--- src/rtl/alu_pkg.sv ---
// Opcode encoding and opcode-class helpers shared by the alu_v3 datapath
// and the blocks that drive it.
package alu_pkg;

    typedef enum logic [2:0] {
        ALU_ADD  = 3'd0,
        ALU_ADDI = 3'd1,
        ALU_SUB  = 3'd2,
        ALU_MUL  = 3'd3,
        ALU_MULI = 3'd4,
        ALU_MAC  = 3'd5,
        ALU_CLR  = 3'd6,
        ALU_RSVD = 3'd7
    } alu_op_t;

    // Number of defined opcodes (ADD..CLR); the reserved code sits past the end.
    localparam int ALU_OP_COUNT = 7;

    function automatic logic op_uses_imm(input alu_op_t op);
        return (op == ALU_ADDI) || (op == ALU_MULI);
    endfunction

    function automatic logic op_is_mul(input alu_op_t op);
        return (op == ALU_MUL) || (op == ALU_MULI) || (op == ALU_MAC);
    endfunction

    // CLR and every code beyond it (the reserved one) clear the accumulator.
    function automatic logic op_is_clr(input alu_op_t op);
        return int'(op) >= (ALU_OP_COUNT - 1);
    endfunction

endpackage

--- src/rtl/sfixed_narrow.sv ---
// Narrows a wide two's complement value to OUT_W bits by clamping or
// wrapping, flagging any value outside the OUT_W signed range.
module sfixed_narrow #(
    parameter int IN_W   = 17,
    parameter int OUT_W  = 8,
    parameter bit SAT_EN = 1'b1
) (
    input  logic signed [IN_W-1:0]  din,
    output logic signed [OUT_W-1:0] dout,
    output logic                    ovf
);

    localparam int HI_W = IN_W - OUT_W + 1;

    logic [HI_W-1:0] hi_bits;

    always_comb begin
        // In range exactly when every bit from the OUT_W sign bit upward agrees.
        hi_bits = din[IN_W-1:OUT_W-1];
        ovf     = !((&hi_bits) || !(|hi_bits));
        dout    = din[OUT_W-1:0];
        if (ovf && SAT_EN) begin
            dout = din[IN_W-1] ? {1'b1, {(OUT_W-1){1'b0}}} : {1'b0, {(OUT_W-1){1'b1}}};
        end
    end

endmodule

--- src/rtl/alu_v3.sv ---
// Three-stage signed fixed-point ALU with a multiply-accumulate register,
// global-stall valid/ready handshakes and saturate-or-wrap narrowing.
module alu_v3
    import alu_pkg::*;
#(
    parameter int BUS_WIDTH = 8,
    parameter int FRAC_BITS = 0,
    parameter bit SAT_EN    = 1'b1
) (
    input  logic                 clk,
    input  logic                 rst,
    input  logic                 in_valid,
    output logic                 in_ready,
    input  alu_op_t              op,
    input  logic [BUS_WIDTH-1:0] data_a,
    input  logic [BUS_WIDTH-1:0] data_b,
    input  logic [BUS_WIDTH-1:0] imm,
    output logic                 out_valid,
    input  logic                 out_ready,
    output logic [BUS_WIDTH-1:0] result,
    output logic                 ovf
);

    localparam int W  = BUS_WIDTH;
    localparam int PW = 2 * BUS_WIDTH;

    logic                 advance;

    logic                 vld_p1_d, vld_p1_q;
    alu_op_t              op_p1_d, op_p1_q;
    logic signed [W-1:0]  opa_p1_d, opa_p1_q;
    logic signed [W-1:0]  opb_p1_d, opb_p1_q;

    logic signed [PW-1:0] a_ext_p1, b_ext_p1;
    logic                 vld_p2_d, vld_p2_q;
    alu_op_t              op_p2_d, op_p2_q;
    logic signed [PW-1:0] raw_p2_d, raw_p2_q;

    logic signed [PW-1:0] scaled_p3;
    logic signed [PW:0]   mac_sum_p3;
    logic signed [W-1:0]  direct_res_p3, mac_res_p3;
    logic                 direct_ovf_p3, mac_ovf_p3;
    logic                 out_valid_d, out_valid_q;
    logic signed [W-1:0]  result_d, result_q;
    logic                 ovf_d, ovf_q;
    logic signed [W-1:0]  acc_d, acc_q;

    assign advance  = !out_valid_q || out_ready;
    assign in_ready = advance;

    // ---- S1: capture opcode and selected operands ----
    always_comb begin
        vld_p1_d = vld_p1_q;
        op_p1_d  = op_p1_q;
        opa_p1_d = opa_p1_q;
        opb_p1_d = opb_p1_q;
        if (advance) begin
            vld_p1_d = in_valid;
            op_p1_d  = op;
            opa_p1_d = data_a;
            opb_p1_d = op_uses_imm(op) ? imm : data_b;
        end
    end

    // ---- S2: full-precision sum or product ----
    assign a_ext_p1 = {{W{opa_p1_q[W-1]}}, opa_p1_q};
    assign b_ext_p1 = {{W{opb_p1_q[W-1]}}, opb_p1_q};

    always_comb begin
        vld_p2_d = vld_p2_q;
        op_p2_d  = op_p2_q;
        raw_p2_d = raw_p2_q;
        if (advance) begin
            vld_p2_d = vld_p1_q;
            op_p2_d  = op_p1_q;
            case (op_p1_q)
                ALU_ADD, ALU_ADDI:          raw_p2_d = a_ext_p1 + b_ext_p1;
                ALU_SUB:                    raw_p2_d = a_ext_p1 - b_ext_p1;
                ALU_MUL, ALU_MULI, ALU_MAC: raw_p2_d = a_ext_p1 * b_ext_p1;
                default:                    raw_p2_d = '0;
            endcase
        end
    end

    // ---- S3: scale, accumulate, narrow ----
    always_comb begin
        scaled_p3  = op_is_mul(op_p2_q) ? (raw_p2_q >>> FRAC_BITS) : raw_p2_q;
        mac_sum_p3 = {{(PW-W+1){acc_q[W-1]}}, acc_q} + {scaled_p3[PW-1], scaled_p3};
    end

    sfixed_narrow #(.IN_W(PW), .OUT_W(W), .SAT_EN(SAT_EN)) u_narrow_direct (
        .din  (scaled_p3),
        .dout (direct_res_p3),
        .ovf  (direct_ovf_p3)
    );

    sfixed_narrow #(.IN_W(PW+1), .OUT_W(W), .SAT_EN(SAT_EN)) u_narrow_mac (
        .din  (mac_sum_p3),
        .dout (mac_res_p3),
        .ovf  (mac_ovf_p3)
    );

    always_comb begin
        out_valid_d = out_valid_q;
        result_d    = result_q;
        ovf_d       = ovf_q;
        acc_d       = acc_q;
        if (advance) begin
            out_valid_d = vld_p2_q;
            if (vld_p2_q) begin
                if (op_is_clr(op_p2_q)) begin
                    result_d = '0;
                    ovf_d    = 1'b0;
                    acc_d    = '0;
                end else if (op_p2_q == ALU_MAC) begin
                    result_d = mac_res_p3;
                    ovf_d    = mac_ovf_p3;
                    acc_d    = mac_res_p3;
                end else begin
                    result_d = direct_res_p3;
                    ovf_d    = direct_ovf_p3;
                end
            end
        end
    end

    always_ff @(posedge clk or posedge rst) begin
        if (rst) begin
            vld_p1_q    <= 1'b0;
            vld_p2_q    <= 1'b0;
            out_valid_q <= 1'b0;
            result_q    <= '0;
            ovf_q       <= 1'b0;
            acc_q       <= '0;
        end else begin
            vld_p1_q    <= vld_p1_d;
            vld_p2_q    <= vld_p2_d;
            out_valid_q <= out_valid_d;
            result_q    <= result_d;
            ovf_q       <= ovf_d;
            acc_q       <= acc_d;
        end
    end

    // Operand/raw payload only matters when its stage valid is set.
    always_ff @(posedge clk) begin
        op_p1_q  <= op_p1_d;
        opa_p1_q <= opa_p1_d;
        opb_p1_q <= opb_p1_d;
        op_p2_q  <= op_p2_d;
        raw_p2_q <= raw_p2_d;
    end

    assign out_valid = out_valid_q;
    assign result    = result_q;
    assign ovf       = ovf_q;

endmodule

--- config.mk ---
export PLATFORM = sky130hd
export DESIGN_NAME = alu_v3
export DESIGN_NICKNAME = d
export VERILOG_FILES = /design/src/rtl/alu_pkg.sv /design/src/rtl/sfixed_narrow.sv /design/src/rtl/alu_v3.sv
export SDC_FILE = /design/constraint.sdc
export NUM_CORES = 1
export LEC_CHECK = 0
export ABC_AREA = 1
export BUFFER_PORTS_ARGS = -buffer_cell sky130_fd_sc_hd__buf_2
export CAP_MARGIN = 10
export CORE_UTILIZATION = 23
export CTS_CLUSTER_DIAMETER = 40
export CTS_CLUSTER_SIZE = 20
export DETAILED_ROUTE_END_ITERATION = 10
export GPL_TIMING_DRIVEN = 0
export SKIP_LAST_GASP = 1
export SLEW_MARGIN = 40
export SYNTH_ARGS = -nofsm -noshare
export SYNTH_HDL_FRONTEND = slang
export SYNTH_HIERARCHICAL = 1
export SYNTH_SLANG_ARGS = --single-unit
--- constraint.sdc ---
create_clock -name clk -period 5.15 [get_ports clk]
set_input_delay 0.515 -clock clk [delete_from_list [all_inputs] [get_ports clk]]
set_output_delay 0.515 -clock clk [all_outputs]
set_load 0.01 [all_outputs]
* Yosys cells after proc, flatten, opt, wreduce, memory -nomap -nowiden
Cells that the tools add are included.
** Operators by class
- Add/subtract/negate cells :: 3
- Multiply operators :: 1
- $lt $le $gt $ge :: 1
- Equal/unequal tests :: 8
- Muxes and demuxes :: 12
- Reduce and logical (&&, ||, !) cells :: 19
** Operators by type and width (count)
- $mux W8 :: 9
- $pmux W16 S3 :: 1
- $add A8 B16 Y17 :: 1
- $mul A8 B8 Y16 :: 1
- $eq A3 B3 Y1 const B :: 4
- $reduce_and A10 Y1 :: 1
- $reduce_or A10 Y1 :: 1
- $add A8 B8 Y9 :: 1
- $reduce_and A9 Y1 :: 1
- $reduce_or A9 Y1 :: 1
- $sub A8 B8 Y9 :: 1
- $eq A3 B1 Y1 const B :: 2
- $eq A3 B2 Y1 const B :: 2
- $logic_not A1 Y1 :: 5
- $logic_or A1 B1 Y1 :: 4
- $ge A3 B3 Y1 const B :: 1
- $logic_not A3 Y1 :: 1
- $reduce_and A3 Y1 :: 1
- $reduce_or A3 Y1 :: 1
- $mux W1 :: 2
- $reduce_and A2 Y1 :: 1
- $reduce_bool A2 Y1 :: 1
- $reduce_or A2 Y1 :: 1
** Storage, ports and cells
- Bits in registers :: 58
- Bits of input ports :: 31
- Output and inout bits :: 11

* Depth between registers and ports, before layout
Gate-level depths: netlist (run 1).
- Depth after elaboration :: 7
- Mapped depth :: 22

* Cells and area by module
The synthesis (run 1) kept the hierarchy.
** By module, submodules not included
- alu_v3 :: times used 1, cells each 857, area an instance 6656.4 µm², sequential area each 1641.6 µm²
- sfixed_narrow at u_narrow_mac :: times used 1, cells each 36, area an instance 160.2 µm², sequential area each 0.0 µm²
- sfixed_narrow at u_narrow_direct :: times used 1, cells each 36, area an instance 156.4 µm², sequential area each 0.0 µm²

* Worst setup path after synthesis (run 1)
No wires, ideal clock.
- Kind :: register -> register
- Start :: reg opb_p1_q[2]
- End :: reg raw_p2_q[15], data pin
- Library setup time :: 0.254 ns
- Data arrival time :: 3.967 ns
- Required time :: 4.896 ns
- Slack :: 0.929 ns
- Stages on the path, launching flop included :: 20
- Cell sequence :: edfxtp_1 -> clkbuf_1 -> nand2_1 -> inv_1 -> fa_1 -> inv_1 -> fa_1 -> inv_1 -> fa_1 -> inv_1 -> fa_1 -> inv_1 -> ha_1 -> nand2_1 -> nor2_1 -> nand3_1 -> nand3_1 -> nand3_1 -> nand3_1 -> nand2_1
** Between the ends
- Cells in the longest elaborated chain, start to end :: 2
** Ends and longest elaborated chain
- from (decl) :: line alu_v3.sv:32 : logic signed [W-1:0] opb_p1_d, opb_p1_q;
- from (signal assigned) :: line alu_v3.sv:149 : opb_p1_q <= opb_p1_d;
- $mul A8 B8 Y16 (tied with other cells) :: line alu_v3.sv:79 : ALU_MUL, ALU_MULI, ALU_MAC: raw_p2_d = a_ext_p1 * b_ext_p1;
- $pmux W16 S3 * :: line alu_v3.sv:76 : case (op_p1_q)
- to (signal assigned) :: line alu_v3.sv:151 : raw_p2_q <= raw_p2_d;
- to (decl) :: line alu_v3.sv:37 : logic signed [PW-1:0] raw_p2_d, raw_p2_q;
Every way passes the cells marked *; elsewhere a longest branch is shown, timed or not.
A chain may end at the register's enable or synchronous reset.

* Final worst setup path (run 1)
Ends and elaborated chain as after synthesis.

==> flow_summary.yaml, run 1 <==
yosys:
  ys_ff_latch: 58
  synthDistinctLibCells: 41
  synth_area_leader_cell: "fa_1"
  ys.flop_type: "edfxtp_1"
  ys_warn_count: 6
  synthArstFlopShare: 0.345
  seq_area_frac_synth: 0.235
  synth_area_leaders: "fa_1 (17%), edfxtp_1 (16%), nand2_1 (13%)"
  syn_area_per_cell_sq_um: 7.51
  synth_top_cell_area_share: 0.167
  synth_edf_count: 38
  synth_nets: 1080
  netlist_instances: 929
  synth.cell_area_sq_um: 6970
routing:
  drt_iter0_drc: 302
  drc: 0
  totalWireLength_um: 16000
  post_drt_wl_per_cell_um: 11.6
  dr.pass1.iters: 5
  ant_nets: 0
  via_per_inst: 4.22
  vias: 5816
clock_network:
  cts_tree: "done"
  hold_buffers: 0
  numCtsBuffers: 9
  cts.sinks: 58
  cts_resized: 0
  ctsLongestPathBuffers: 2
  cts_max_level: 3
  postCtsSetupRepairBufs: 0
  clk_pin_slew_ns: 0.05
  clock-root-buffer: "clkbuf_16"
  insertion_delay_ns: 0.34
layout:
  multi_input_area_sq_um: 4440
  nNetsFinal: 1133
  seqCellArea_sq_um: 1640
  final_common_cell: "nand2_1"
  layout_common_cells: "nand2_1 (234), inv_1 (203), nor2_1 (64)"
  diodes: 0
  syn2layout_area_growth_pct: 15.0
  num-fill-cells: 3234
  layout-drive-gt1-share: 0.110
global_route:
  grt_pass1_wl_um: 27300
  grt-ovfl-total: 0
  first_global_vias: 5849
  grt_usage: 0.108
  grt_antenna_before_repair: 0
  grt_max_degree: 24
sta:
  skew_ns: 0.00798
  fin_tns_setup_ns: 0
  hold_viol: 0
  setup-violations-final: 0
  setup_slack_ns: 0.415
  tightest_slew_ns: 0.562
  post-route-period-util: 0.919
  drv_slew: 0
  grt_setup_unrepaired: "false"
  max_freq_mhz: 211
  max_slew_margin: 0.625
  timing.final.crit_period_ns: 4.73
worst_setup_path:
  required_ns: 5.23
  cp-end-kind: "flop"
  r2r_slack_ns: 0.42
  cp-endpoint: "raw_p2_q[15]"
  r2r-start: "opb_p1_q[2]"
  cp_max_fo: 8
  path_class: "reg2reg"
  critPathArrivalTime_ns: 4.82
  reg2regPathDepth: 19
  r2r_end: "raw_p2_q[15]"
  critPathLaunchType: "flop"
  worstSetupStartpoint: "opb_p1_q[2]"
floorplanning:
  die_width_um: 176
  initial_core_util: 0.235
  io_pins: 42
  rows: 63
  die_h_um: 176
  coreArea_sq_um: 29700
  dieArea_sq_um: 31000
outcome:
  status: "completed"
place:
  preCtsSetupSlack_ns: 0.416
  hpwl_um: 13200
  io_buffers: 41
  gp_congestion: 0.863
worst_hold_path:
  min_path_type: "in2async"
flow_run:
  maxCapViolations: 0
-- synthesized netlist by cell type (2+ instances only) --
library cell,count
nand4_1,5
buf_4,4
clkinv_1,2
a21oi_2,2
nand3_2,5
inv_2,8
o211ai_1,4
o21ai_2,2
xnor2_1,2
ha_1,62
edfxtp_1,38
inv_1,205
nand2_4,2
a21oi_1,55
nand3_1,44
clkbuf_1,8
dfrtp_1,20
nor2_1,64
nand2_2,8
buf_2,2
o21ai_0,35
o22ai_1,9
xor2_1,13
o21ai_1,7
o21bai_1,3
nand3b_1,2
o21a_1,2
nor2_4,3
or2_1,2
mux2_2,8
nand2_1,234
or2_2,3
fa_1,58
-- cell families (layout without fill, tap and decap cells) --
| logic type | count (synthesis) | count (layout) | share of synthesized area |
|---|---|---|---|
| DFF | 58 | 58 | 0.235 |
| and+or+nand+nor | 375 | 375 | 0.230 |
| AOI/OAI and AO/OA | 123 | 123 | 0.0980 |
| xor gates and xnor gates | 15 | 15 | 0.0188 |
| adders and majority gates | 120 | 120 | 0.278 |
| buffers and inverters | 230 | 288 | 0.127 |
| muxes | 8 | 8 | 0.0129 |
-- registers in the layout, summed over array words and instances, names as in the netlist --
| signal | flops |
|---|---|
| acc_q | 8 |
| opa_p1_q | 8 |
| opb_p1_q | 8 |
| result | 8 |
| out_valid | 1 |
| vld_p2_q | 1 |
| vld_p1_q | 1 |
| op_p2_q | 3 |
| op_p1_q | 3 |
| raw_p2_q | 16 |
| ovf | 1 |
-- critical path, stage by stage, from the launching register on --
cell,delay [ns]
edfxtp_1,0.39
clkbuf_1,0.29
nand2_1,0.21
inv_1,0.10
fa_1,0.52
inv_1,0.14
fa_1,0.56
inv_1,0.05
fa_1,0.53
inv_1,0.05
fa_1,0.52
inv_1,0.04
ha_1,0.34
nand2_1,0.12
nor2_1,0.16
nand3_1,0.10
nand3_1,0.11
nand3_1,0.08
nand3_1,0.09
nand2_1,0.07
-- per-stage QoR --
step	hold slack (ns)	instance area, sq um	std cells	util
finish	0.177	8020	1377	0.270
global route	0.211	8020	1377	0.270
CTS	0.341	8020	1377	0.270
detailed placement	0.439	7690	1361	0.259
global placement	0.440	7670	1360	0.258
floorplan	0.427	6970	929	-
-- worst min path at each step --
| stage | start | to | cells after the start |
|---|---|---|---|
| 2_1_floorplan | op_p1_q[0] | op_p2_q[0] | 0 |
| 3_3_place_gp | op_p1_q[0] | op_p2_q[0] | 0 |
| 3_5_place_dp | op_p1_q[0] | op_p2_q[0] | 0 |
| 4_1_cts | data_a[0] | opa_p1_q[0] | 1 |
| 5_1_grt | rst | ovf | 2 |
| 6_report | rst | result[4] | 2 |
-- layer usage --
layer / GRT usage / wire, um / vias to the layer above
li1: - / - / 2997
met1: 0.134 / 7450 / 2693
met2: 0.190 / 7750 / 107
met3: 0.0207 / 578 / 19
met4: 0.0250 / 217 / 0
met5: 0 / 0 / -
-- area by class of cell --
| type | instances | area share |
|---|---|---|
| clock buffer | 13 | 0.0351 |
| timing repair buffer | 42 | 0.0290 |
| inverter | 215 | 0.101 |
| clock inverter | 3 | 0.00531 |
| sequential | 58 | 0.205 |
| multi-input combinational | 641 | 0.554 |
| tap | 390 | 0.0609 |
| buffer | 15 | 0.0101 |
Power of run 1 is left out: the tool's default activity adds up to more than one toggle a clock period on the data nets, which glitch-free logic cannot reach.
==> run 2: changes to the inputs <==
--- a/config.mk
+++ b/config.mk
@@ -6,12 +6,12 @@
 export NUM_CORES = 1
 export LEC_CHECK = 0
 export ABC_AREA = 1
-export BUFFER_PORTS_ARGS = -buffer_cell sky130_fd_sc_hd__buf_2
 export CAP_MARGIN = 10
 export CORE_UTILIZATION = 23
 export CTS_CLUSTER_DIAMETER = 40
 export CTS_CLUSTER_SIZE = 20
 export DETAILED_ROUTE_END_ITERATION = 10
+export DONT_BUFFER_PORTS = 1
 export GPL_TIMING_DRIVEN = 0
 export SKIP_LAST_GASP = 1
 export SLEW_MARGIN = 40
==> run 2 against run 1 <==
  * Register-to-register slack better by 0.07 ns
  * Wire length is 3.1% lower
  * Via count is 2.8% lower
  * Maximum frequency is 1.5% higher
  * Worst setup slack better by 0.072 ns
  * Global-route usage is 0.34 points lower
  * Critical endpoint unchanged
==> flow_summary.yaml, run 2 (same netlist as run 1, synthesis figures left out) <==
outcome:
  status: "completed"
sta:
  post-route-period-util: 0.905
  timing.final.crit_period_ns: 4.66
  hold_viol: 0
  tightest_slew_ns: 0.536
  skew_ns: 0.00845
  setup-violations-final: 0
  fin_tns_setup_ns: 0
  grt_setup_unrepaired: "false"
  max_slew_margin: 0.642
  max_freq_mhz: 214
  drv_slew: 0
layout:
  num-fill-cells: 3206
  syn2layout_area_growth_pct: 11.8
  diodes: 0
  nNetsFinal: 1091
  largest_register: "raw_p2_q"
  instances_no_fill: 1335
  largest_reg_flops: 16
  layout-drive-gt1-share: 0.0720
  final_core_util: 0.262
  multi_input_area_sq_um: 4440
  seqCellArea_sq_um: 1640
  final_common_cell: "nand2_1"
  layout_common_cells: "nand2_1 (234), inv_1 (203), nor2_1 (64)"
global_route:
  grt-ovfl-total: 0
  first_global_vias: 5614
  grt_usage: 0.104
  grt_antenna_before_repair: 0
  grt_pass1_wl_um: 26200
  grt_max_degree: 43
worst_hold_path:
  min_path_type: "in2async"
worst_setup_path:
  cp_max_fo: 8
  critPathLaunchType: "flop"
  worst-path-buf-inv: 6
  critPathMostFrequentCell: "inv_1"
  r2r_end: "raw_p2_q[15]"
  crit_family: "adder cells"
  r2r_slack_ns: 0.49
  r2r-start: "opb_p1_q[2]"
  critical-path-slowest-cell: "fa_1"
  reg2regPathDepth: 19
  critPathMaxStageDelay_ns: 0.56
  required_ns: 5.24
  cp-end-kind: "flop"
  worstPathCellList: "clkbuf_1 > nand2_1 > inv_1 > fa_1 > inv_1 > fa_1 > inv_1 > fa_1 > inv_1 > fa_1 > inv_1 > ha_1 > nand2_1 > nor2_1 > nand3_1 > nand3_1 > nand3_1 > nand3_1 > nand2_1"
  path_class: "reg2reg"
  critPathArrivalTime_ns: 4.75
clock_network:
  cts_max_level: 3
  numCtsBuffers: 9
  cts_resized: 0
  ctsLongestPathBuffers: 2
  insertion_delay_ns: 0.34
  clock-root-buffer: "clkbuf_16"
  cts_tree: "done"
  postCtsSetupRepairBufs: 0
  clk_pin_slew_ns: 0.06
  hold_buffers: 0
  cts.sinks: 58
place:
  gp_congestion: 0.885
  dp_cells: 1319
  hpwl_um: 12900
  io_buffers: 0
floorplanning:
  dieArea_sq_um: 31000
  die_width_um: 176
  coreArea_sq_um: 29700
  initial_core_util: 0.235
  io_pins: 42
  die_h_um: 176
  rows: 63
routing:
  drc: 0
  drt_iter0_drc: 309
  vias: 5655
  via_per_inst: 4.24
  post_drt_wl_per_cell_um: 11.6
  totalWireLength_um: 15500
  ant_nets: 0
  dr.pass1.iters: 6
flow_run:
  maxCapViolations: 0
run 2: changes by cell type in the layout (fill, tap and decap cells not counted):
cell       before  now
buf_2          43    2
inv_6           0    1
clkbuf_8        2    0
clkinv_4        0    3
clkbuf_1        9    8
inv_4           2    1
buf_16          1    0
inv_2          10    9
bufinv_16       1    0
clkbuf_16      10   12
run 2: how the worst max path moves through the flow:
stage	startpoint	end	slack [ns]	cells past startpoint
2_1_floorplan	opb_p1_q[2]	raw_p2_q[15]	0.93	19
3_3_place_gp	opb_p1_q[2]	raw_p2_q[15]	0.49	19
6_report	opb_p1_q[2]	raw_p2_q[15]	0.49	19
4_1_cts	opb_p1_q[2]	raw_p2_q[15]	0.46	19
3_5_place_dp	opb_p1_q[2]	raw_p2_q[15]	0.47	19
5_1_grt	opb_p1_q[2]	raw_p2_q[15]	0.12	17
run 2: routing by layer:
layer | vias up | share of wire | global-route usage
li1 | 2903 | - | -
met5 | - | 0 | 0
met4 | 0 | 0.014 | 0.0268
met1 | 2604 | 0.47 | 0.133
met2 | 128 | 0.48 | 0.179
met3 | 20 | 0.040 | 0.0198
run 2: metrics by stage:
step	hold WS (ns)	instance area [sq um]	setup WS [ns]
5_1_grt	0.0757	7800	0.123
6_report	0.0492	7800	0.487
3_5_place_dp	0.445	7460	0.467
4_1_cts	0.222	7800	0.455
3_3_place_gp	0.441	7460	0.488
2_1_floorplan	0.427	6970	0.929
run 2: cell type report:
cell class	instances	share of cell area
multi-input combinational	641	0.570
inverter	215	0.104
sequential	58	0.210
tap	390	0.0626
clock inverter	4	0.00449
buffer	15	0.0104
clock buffer	12	0.0385
Power of run 2 is left out for the same reason.
==> run 3: changes to the inputs <==
--- a/config.mk
+++ b/config.mk
@@ -5,14 +5,14 @@
 export SDC_FILE = /design/constraint.sdc
 export NUM_CORES = 1
 export LEC_CHECK = 0
-export ABC_AREA = 1
 export CAP_MARGIN = 10
-export CORE_UTILIZATION = 23
+export CORE_UTILIZATION = 60
 export CTS_CLUSTER_DIAMETER = 40
 export CTS_CLUSTER_SIZE = 20
 export DETAILED_ROUTE_END_ITERATION = 10
 export DONT_BUFFER_PORTS = 1
 export GPL_TIMING_DRIVEN = 0
+export PLACE_DENSITY = 0.79
 export SKIP_LAST_GASP = 1
 export SLEW_MARGIN = 40
 export SYNTH_ARGS = -nofsm -noshare
==> constraint.sdc (replaced) <==
create_clock -name clk -period 3.9 [get_ports clk]
set_input_delay 0.39 -clock clk [delete_from_list [all_inputs] [get_ports clk]]
set_output_delay 0.39 -clock clk [all_outputs]
set_load 0.01 [all_outputs]
==> run 3 against run 2 <==
  * The run now ends with setup timing left
  * Hold slack gained 0.065 ns
  * Sequential share of layout area is 0.24 points lower
  * Design area up 1.3%
  * Global-route usage grew 21 points
  * Wire length rose by 20%
  * Via count grew 2.2%
  * Cell count is 31% lower
  * Clock-buffer cell count increased by 3
  * Largest cell class unchanged
==> flow_summary.yaml, run 3 <==
clock_network:
  ctsLongestPathBuffers: 2
  clock-root-buffer: "clkbuf_8"
  numCtsBuffers: 9
  cts_tree: "done"
  cts.sinks: 58
  insertion_delay_ns: 0.37
  cts_max_level: 3
  clk_pin_slew_ns: 0.07
global_route:
  grt_pass1_wl_um: 27300
  grt_max_degree: 46
  grt_usage: 0.313
  first_global_vias: 5798
  grt-ovfl-total: 0
  grt_antenna_before_repair: 0
worst_setup_path:
  cp_max_fo: 5
  critPathLaunchType: "flop"
  required_ns: 4.00
  critPathArrivalTime_ns: 4.86
  cp-end-kind: "flop"
  path_class: "reg2reg"
  reg2regPathDepth: 17
layout:
  diodes: 0
  fin_area_sq_um: 7900
  final_core_util: 0.728
  nNetsFinal: 932
  layout-drive-gt1-share: 0.234
  syn2layout_area_growth_pct: 17.9
  instances_no_fill: 926
  largest_register: "raw_p2_q"
  largest_reg_flops: 16
  final_common_cell: "inv_1"
  num-fill-cells: 718
  layout_common_cells: "inv_1 (90), fa_1 (56), nand2_1 (52)"
routing:
  drt_iter0_drc: 552
  post_drt_wl_per_cell_um: 20.1
  ant_nets: 0
  via_per_inst: 6.24
  totalWireLength_um: 18600
  dr.pass1.iters: 7
  vias: 5779
  drc: 0
yosys:
  netlist_top_cells_count: "inv_1 (119), ha_1 (62), fa_1 (58)"
  ys_warn_count: 6
  netlist_instances: 713
  synth.most_common_cell: "inv_1"
  synthArstFlopShare: 0.345
  seq_area_frac_synth: 0.245
  synth_nets: 864
  synth.cell_area_sq_um: 6700
  synth_area_leaders: "fa_1 (17%), edfxtp_1 (17%), ha_1 (12%)"
  syn_area_per_cell_sq_um: 9.40
  synth_area_leader_cell: "fa_1"
  synth_edf_count: 38
  ys.flop_type: "edfxtp_1"
  synth_top_cell_area_share: 0.173
  ys_ff_latch: 58
  synthDistinctLibCells: 74
outcome:
  status: "finished, violations left"
  violations: "setup timing"
sta:
  skew_ns: 0.00745
  post-route-period-util: 1.22
  timing.final.crit_period_ns: 4.76
  drv_slew: 0
  grt_setup_unrepaired: "true"
  max_slew_margin: 0.570
  max_freq_mhz: 210
  tightest_slew_ns: 0.645
  hold_viol: 0
  setup_slack_ns: -0.861
  setup-violations-final: 10
worst_hold_path:
  hold_path_depth: 0
  min_path_type: "in2reg"
place:
  gp_congestion: 0.913
  hpwl_um: 12000
  placed_area_sq_um: 7000
  io_buffers: 0
  dp_cells: 853
flow_run:
  maxCapViolations: 0
floorplanning:
  die_h_um: 108
  die_width_um: 108
  initial_core_util: 0.618
  io_pins: 42
  coreArea_sq_um: 10800
  dieArea_sq_um: 11600
  rows: 38
## run 3: changes by cell type in the layout (fill, tap and decap cells not counted), moves of 19 or more
cell     before  now
nand2_1     234   52
inv_1       203   90
buf_4         4   48
nand3_1      44   11
a21oi_1      55   25
and2_1        1   26
nor2_1       64   40
inv_2         9   28
## run 3: metal layers
metal | global-route usage | part of all wire
met5 | 0 | 0
met4 | 0.167 | 0.054
met3 | 0.0666 | 0.067
met2 | 0.566 | 0.50
met1 | 0.342 | 0.37
## run 3: cells by family after synthesis
kind of cell	Yosys count	synth area share
AOI/OAI and AO/OA	158	0.170
xor gates and xnor gates	26	0.0351
adders and majority gates	120	0.289
buffers and inverters	134	0.0777
DFF	58	0.245
muxes	22	0.0349
and+or+nand+nor	195	0.148
## run 3: worst paths after layout
path                             start      endpoint  slack, ns
max                        opa_p1_q[6]  raw_p2_q[15]      -0.86
min                              op[2]    op_p1_q[2]       0.11
max reg2reg                opa_p1_q[6]  raw_p2_q[15]      -0.86
min reg2reg                 op_p1_q[2]    op_p2_q[2]       0.51
max in group asynchronous          rst      acc_q[7]       3.07
min in group asynchronous          rst      vld_p1_q       0.49
## run 3: critical path, cell delays in order (launching register included)
cell,delay (ns)
edfxtp_1,0.47
buf_4,0.21
and2_1,0.17
fa_1,0.52
inv_2,0.05
fa_1,0.51
inv_1,0.06
fa_1,0.52
inv_2,0.05
fa_1,0.50
inv_2,0.05
ha_4,0.17
a21o_1,0.18
a21o_1,0.20
a311o_1,0.32
a221oi_2,0.27
xnor2_1,0.17
o21ai_2,0.08
## run 3: area by class of cell
type                            count  area, sq um  area share
Multi-Input combinational cell    521         4880       0.618
Sequential cell                    58         1640       0.208
Timing Repair Buffer               58          483      0.0612
Inverter                          121          463      0.0586
Clock buffer                       15          178      0.0225
Tap cell                          140          175      0.0222
Buffer                             12         65.1     0.00824
Clock inverter                      1         6.26    0.000792
## run 3: repair_timing
item	CTS	global route
resized for setup	15	61
setup buffers	38	22
endpoints found under the hold margin	0	20
hold buffers	0	1
pin swaps	15	45
setup endpoints to repair	12	24
## run 3: metrics by stage
step	TNS (ns)	setup WS (ns)	hold WS [ns]
floorplan	-1.68	-0.541	0.354
global placement	-5.41	-0.857	0.453
detailed placement	-5.05	-0.899	0.475
CTS	-4.51	-0.713	0.0859
global route	-7.17	-1.00	0.100
finish	-6.06	-0.861	0.114
Power of run 3 is left out for the same reason.
